File: src/rtl/seq_multiplier.sv
// Radix-2 shift-add multiplier: one partial product per clock, WIDTH iterations per result.
// Signed mode multiplies magnitudes and applies the sign to the final product.
module seq_multiplier #(
   parameter int unsigned WIDTH  = 4,
   parameter bit          SIGNED = 1'b0
) (
   input  logic                 clk,
   input  logic                 rst,
   input  logic                 start,
   input  logic [WIDTH-1:0]     a,
   input  logic [WIDTH-1:0]     b,
   output logic                 busy,
   output logic                 done,
   output logic [2*WIDTH-1:0]   p
);

   localparam int unsigned PW = 2 * WIDTH;
   localparam int unsigned CW = (WIDTH > 1) ? $clog2(WIDTH) : 1;

   typedef enum logic [1:0] {
      IDLE = 2'd0,
      RUN  = 2'd1,
      DONE = 2'd2
   } state_t;

   state_t          state_q, state_d;
   logic            busy_d, done_d;
   logic [PW-1:0]   mcand_q, acc_q, acc_sum;
   logic [WIDTH-1:0] mplier_q, mag_a, mag_b;
   logic [CW-1:0]   cnt_q;
   logic            neg_q, a_neg, b_neg, accept, last_iter;

   assign a_neg     = SIGNED && a[WIDTH-1];
   assign b_neg     = SIGNED && b[WIDTH-1];
   // Most-negative operand still fits as an unsigned WIDTH-bit magnitude.
   assign mag_a     = a_neg ? -a : a;
   assign mag_b     = b_neg ? -b : b;
   assign accept    = (state_q == IDLE) && start;
   assign last_iter = (state_q == RUN) && (cnt_q == CW'(WIDTH - 1));
   assign acc_sum   = acc_q + (mplier_q[0] ? mcand_q : '0);

   // State and status register.
   always_ff @(posedge clk or posedge rst) begin
      if (rst) begin
         state_q <= IDLE;
         busy    <= 1'b0;
         done    <= 1'b0;
      end else begin
         state_q <= state_d;
         busy    <= busy_d;
         done    <= done_d;
      end
   end

   // Next-state and registered status decode.
   always_comb begin
      state_d = state_q;
      busy_d  = 1'b0;
      done_d  = 1'b0;
      case (state_q)
         IDLE:    if (start) state_d = RUN;
         RUN:     if (last_iter) state_d = DONE;
         DONE:    state_d = IDLE;
         default: state_d = IDLE;
      endcase
      busy_d = (state_d == RUN);
      done_d = (state_d == DONE);
   end

   // Shift-add datapath; p only updates on the final iteration.
   always_ff @(posedge clk or posedge rst) begin
      if (rst) begin
         mcand_q  <= '0;
         mplier_q <= '0;
         acc_q    <= '0;
         cnt_q    <= '0;
         neg_q    <= 1'b0;
         p        <= '0;
      end else if (accept) begin
         mcand_q  <= PW'(mag_a);
         mplier_q <= mag_b;
         acc_q    <= '0;
         cnt_q    <= '0;
         neg_q    <= a_neg ^ b_neg;
      end else if (state_q == RUN) begin
         acc_q    <= acc_sum;
         mcand_q  <= mcand_q << 1;
         mplier_q <= mplier_q >> 1;
         cnt_q    <= cnt_q + CW'(1);
         if (last_iter) p <= neg_q ? -acc_sum : acc_sum;
      end
   end

endmodule

File: config.mk
export PLATFORM = sky130hd
export DESIGN_NAME = seq_multiplier
export DESIGN_NICKNAME = d
export VERILOG_FILES = /design/src/rtl/seq_multiplier.sv
export SDC_FILE = /design/constraint.sdc
export NUM_CORES = 1
export LEC_CHECK = 0
export CELL_PAD_IN_SITES_DETAIL_PLACEMENT = 0
export CELL_PAD_IN_SITES_GLOBAL_PLACEMENT = 1
export CORE_AREA = 2 2 79 81
export DETAILED_ROUTE_END_ITERATION = 6
export DIE_AREA = 0 0 81 83
export PLACE_DENSITY = 0.6
export SLEW_MARGIN = 20
export SYNTH_ARGS = -nofsm -noshare
export SYNTH_HDL_FRONTEND = slang
export SYNTH_SLANG_ARGS = --single-unit
export TNS_END_PERCENT = 100
File: constraint.sdc
create_clock -name clk -period 2.65 [get_ports clk]
set_clock_uncertainty 0.05 [all_clocks]
set_input_delay 0.53 -clock clk [delete_from_list [all_inputs] [get_ports clk]]
set_output_delay 0.53 -clock clk [all_outputs]
set_load 0.005 [all_outputs]
[Word-level counts from Yosys, hierarchy flattened]
Index checks and enable logic that the tools add are counted.
Storage, ports and cells
  flip-flop bits (word level): 34
  input bits: 11
  output and inout bits: 10
Cells by class
  add/sub/neg operators: 2
  eq/ne operators: 4
  mux-type cells: 12
  bitwise gates (word level): 1
  reductions and logical operators: 5
Operator list (number)
  8-bit two-way mux: 5
  8-bit adder: 1
  2-bit two-way mux: 4
  4-bit two-way mux: 2
  2-bit by 1-bit equality test with 1-bit output (second input constant): 2
  2-bit equality test (second input constant): 2
  2-bit one-hot mux with 2 select lines: 1
  3-bit AND reduction: 1
  2-bit by 1-bit adder with 2-bit output (second input constant): 1
  1-bit logical AND: 2
  2-bit logical NOT: 1
  2-bit nonzero test: 1
  1-bit inverter: 1

[Depth between registers and ports, before layout]
Gate-level depths: netlist (run 1).
  word-level depth: 5
  depth in mapped cells: 10
  depth with buffers taken out: 9

[Worst setup path before layout (run 1)]
OpenSTA, ideal clock, no wires.
  path kind: reg2reg
  start: register mplier_q[0]
  end: register acc_q[6]
  arrival time: 2168 ps
  required time: 2478 ps
  slack: 311 ps
  cell stages (with the launch flop): 11
  buffers on the path: 1
  clock period less this slack: 2339 ps
  path through: dfrtp_1 > clkbuf_1 > and2_1 > ha_1 > inv_1 > fa_1 > nor2b_4 > o31a_1 > o21a_1 > or3_1 > a32o_1
Between the ends
  longest elaborated chain between the ends: 4
Ends and longest elaborated chain
  from (decl): RTL line 29  | logic [WIDTH-1:0] mplier_q, mag_a, mag_b;
  from (signal assigned): RTL line 81  | mplier_q <= mag_b;
  from (signal assigned): RTL line 88  | mplier_q <= mplier_q >> 1;
  8-bit two-way mux: RTL line 40  | assign acc_sum = acc_q + (mplier_q[0] ? mcand_q : '0);
  8-bit adder: RTL line 40
  8-bit two-way mux: RTL line 85  | end else if (state_q == RUN) begin
  8-bit two-way mux: RTL line 79  | end else if (accept) begin
  to (signal assigned): RTL line 86  | acc_q <= acc_sum;
  to (decl): RTL line 28  | logic [PW-1:0] mcand_q, acc_q, acc_sum;
Every way passes these cells. The select of a mux whose other input is x is not followed.
A chain may end at the register's enable or synchronous reset.

[Worst setup path in the final report (run 1)]
Same ends and word-level chain as after synthesis.

==> results of run 1 <==
## cell usage in the layout, fill, tap and decap left out, drive strengths merged, types with 2 or more instances in the layout
cell | synthesis | layout
dfrtp | 34 | 34
clkdlybuf4s50 | 0 | 20
o21ai | 18 | 18
nand2 | 16 | 16
a21oi | 11 | 11
a22o | 10 | 10
inv | 8 | 8
ha | 8 | 8
nor2b | 8 | 8
and2 | 7 | 7
clkbuf | 7 | 7
a22oi | 6 | 6
buf | 0 | 4
o211ai | 3 | 3
xor2 | 3 | 3
mux2 | 3 | 3
o21a | 2 | 2
## through the flow
stage / setup slack [ps] / area, µm² / total power [mW] / hold slack (ps) / util (%)
after floorplan: 311 / 1660 / 1.34 / 406 / -
after global placement: 281 / 1960 / 1.64 / 415 / 33.6
after detailed placement: 194 / 1960 / 1.67 / 425 / 33.6
after CTS: 181 / 2050 / 2.06 / 440 / 35.2
after global routing: 40.9 / 2050 / 2.21 / 483 / 35.2
final: 188 / 2050 / 2.02 / 433 / 35.2
## final cells by class
class                           count  area (µm²)
Multi-Input combinational cell    109         752
Tap cell                           75        93.8
Clock buffer                        7        86.3
Fill cell                         607        3770
Timing Repair Buffer               24         230
Inverter                            8        30.0
Sequential cell                    34         851
Clock inverter                      1        5.00
## kinds of logic (layout without fill, tap and decap cells)
group	Yosys count	count (layout)	synth area share [%]
buffers and inverters	15	40	3.39
xor gates and xnor gates	4	4	2.11
DFF	34	34	51.3
adders and majority gates	9	9	7.24
and+or+nand+nor	35	35	11.0
muxes	3	3	2.04
AOI/OAI and AO/OA	58	58	22.9
## report_power, final
| group | switching, mW | total, mW | internal, mW |
|---|---|---|---|
| clock network | 0.176 | 0.386 | 0.209 |
| registers | 0.156 | 0.871 | 0.715 |
| logic | 0.379 | 0.768 | 0.388 |
| total | 0.712 | 2.02 | 1.31 |
## flip-flops by register name (all words and copies together) (netlist names)
name	flops
busy	1
cnt_q	2
mcand_q	8
p	8
acc_q	8
mplier_q	4
done	1
state_q	2
## per-layer routing
layer | GRT usage (%) | part of all wire, % | up-vias
li1 | - | - | 609
met1 | 16.3 | 49 | 578
met2 | 17.7 | 45 | 29
met3 | 3.15 | 5.1 | 5
met4 | 4.62 | 1.3 | 0
met5 | 0 | 0 | -
## critical path: cells and delay by family (launching register included)
kind	cells	cell delay, ps
AOI/OAI and AO/OA	3	700
and+or+nand+nor	3	580
DFF	1	470
adders and majority gates	2	470
buffers and inverters	1	80
## final timing paths
| kind | startpoint | to | slack, ps | depth (start not counted) |
|---|---|---|---|---|
| min in group asynchronous | rst | state_q[0]$_DFF_PP0_ | 600 | 3 |
| max reg2reg | mplier_q[0]$_DFFE_PP0P_ | acc_q[6]$_DFFE_PP0P_ | 190 | 9 |
| max | mplier_q[0]$_DFFE_PP0P_ | acc_q[6]$_DFFE_PP0P_ | 190 | 9 |
| min reg2reg | p[1]$_DFFE_PP0P_ | p[1]$_DFFE_PP0P_ | 430 | 2 |
| max in group asynchronous | rst | p[0]$_DFFE_PP0P_ | 1650 | 3 |
| min | p[1]$_DFFE_PP0P_ | p[1]$_DFFE_PP0P_ | 430 | 2 |
==> results.sh, run 1 <==
export IMPL_row_count=28
export IMPL_ant_nets=0
export IMPL_slew_viol_final=0
export IMPL_initial_core_util_pct=28.5
export IMPL_async_reset_ff_share_pct=100
export IMPL_status="finished clean"
export IMPL_fin_tns_setup_ps=0
export IMPL_critPathMaxFanout=10
export IMPL_fin_crit_sh_pct=92.9
export IMPL_htreeDepth=2
export IMPL_drt_iter0_drc=84
export IMPL_routed_wl_mm=3.48
export IMPL_power_density_nw_per_um2=988
export IMPL_clock_path_buffers=2
export IMPL_ir_worst_vdd_mv=0.380
export IMPL_post_drt_wl_per_cell_um=13.5
export IMPL_dieArea_um2=6720
export IMPL_cap_violations=0
export IMPL_crit_slowest_cell="dfrtp_1"
export IMPL_syn_area_um2=1660
export IMPL_viasPerCell=4.73
export IMPL_crit_arrival_ps=2580
export IMPL_cts_root_buf="clkbuf_8"
export IMPL_hold_viol_final=0
export IMPL_ys_seq_elements=34
export IMPL_grt_pass1_vias=1301
export IMPL_synth_area_leaders="dfrtp_1, ha_1, o21ai_0"
export IMPL_synth_largest_area_cell="dfrtp_1"
export IMPL_drc=0
export IMPL_port_buffers=20
export IMPL_antenna_found_initial=0
export IMPL_grt_pass1_wl_mm=6.22
export IMPL_timing_fmax_ghz=0.406
export IMPL_synth_most_common_cell="dfrtp_1"
export IMPL_rsz0062_at_grt="no"
export IMPL_netlist_cell_type_count=30
export IMPL_start_kind="flop"
export IMPL_cts_resized=0
export IMPL_clock_sinks=34
export IMPL_clkLatencyLatePin_ps=280
export IMPL_crit_chain="and2_1, ha_1, inv_1, fa_1, nor2b_4, o31a_1, o21a_1, or3_1, a32o_1"
export IMPL_nNetsFinal=202
export IMPL_placedCellCount=250
export IMPL_critPathKind="flop to flop"
export IMPL_clkTransAtPathRegs_ps=60
export IMPL_slowest_delay_ps=470
export IMPL_cts_made_buffers=5
export IMPL_setup_viol=0
export IMPL_synthFlopType="dfrtp_1"
export IMPL_area_growth_pct=23.5
export IMPL_synthCells=158
export IMPL_syn_area_per_cell_um2=10.5
export IMPL_boundaryPins=21
export IMPL_gr_usage_all_layers_pct=11.9
export IMPL_die_h_um=83
export IMPL_tightestPinTransition_ps=427
export IMPL_overflow=0
export IMPL_hpwl_mm=2.56
export IMPL_grt_max_degree=35
export IMPL_yosys_warnings=0
export IMPL_cts_tree="built"
export IMPL_drt_pass1_iterations=4
export IMPL_crit_required_ps=2770
export IMPL_antennaDiodeCount=0
export IMPL_cts_setup_buffers=0
export IMPL_syn_nets=178
export IMPL_ys_seq_area_share_pct=51.3
export IMPL_end_kind="flop"
export IMPL_final_cells=258
export IMPL_yosys_top_cells_count="dfrtp_1, o21ai_0, nand2_1"
export IMPL_synth_edff_count=0
export IMPL_hold_path_class="flop to flop"
export IMPL_cts_hold_buf=0
export IMPL_period_needed_ps=2460
export IMPL_drive_above_1_share_pct=8.74
export IMPL_max_slew_margin_rel_pct=71.5
export IMPL_vias=1221
export IMPL_core_um2=5820
export IMPL_place_congestion=0.850
export IMPL_post_synth_top_area_fraction_pct=51.3
export IMPL_die_w_um=81
export IMPL_p_leak_nw=0.925
Note: power is estimated with default switching activity, not from simulation.
==> run 2, diff against run 1 <==
--- a/config.mk
+++ b/config.mk
@@ -11,6 +11,7 @@
 export DETAILED_ROUTE_END_ITERATION = 6
 export DIE_AREA = 0 0 81 83
 export PLACE_DENSITY = 0.6
+export SKIP_LAST_GASP = 1
 export SLEW_MARGIN = 20
 export SYNTH_ARGS = -nofsm -noshare
 export SYNTH_HDL_FRONTEND = slang
==> results of run 2 <==
Final layout, timing and power as in run 1 (identical DEF).
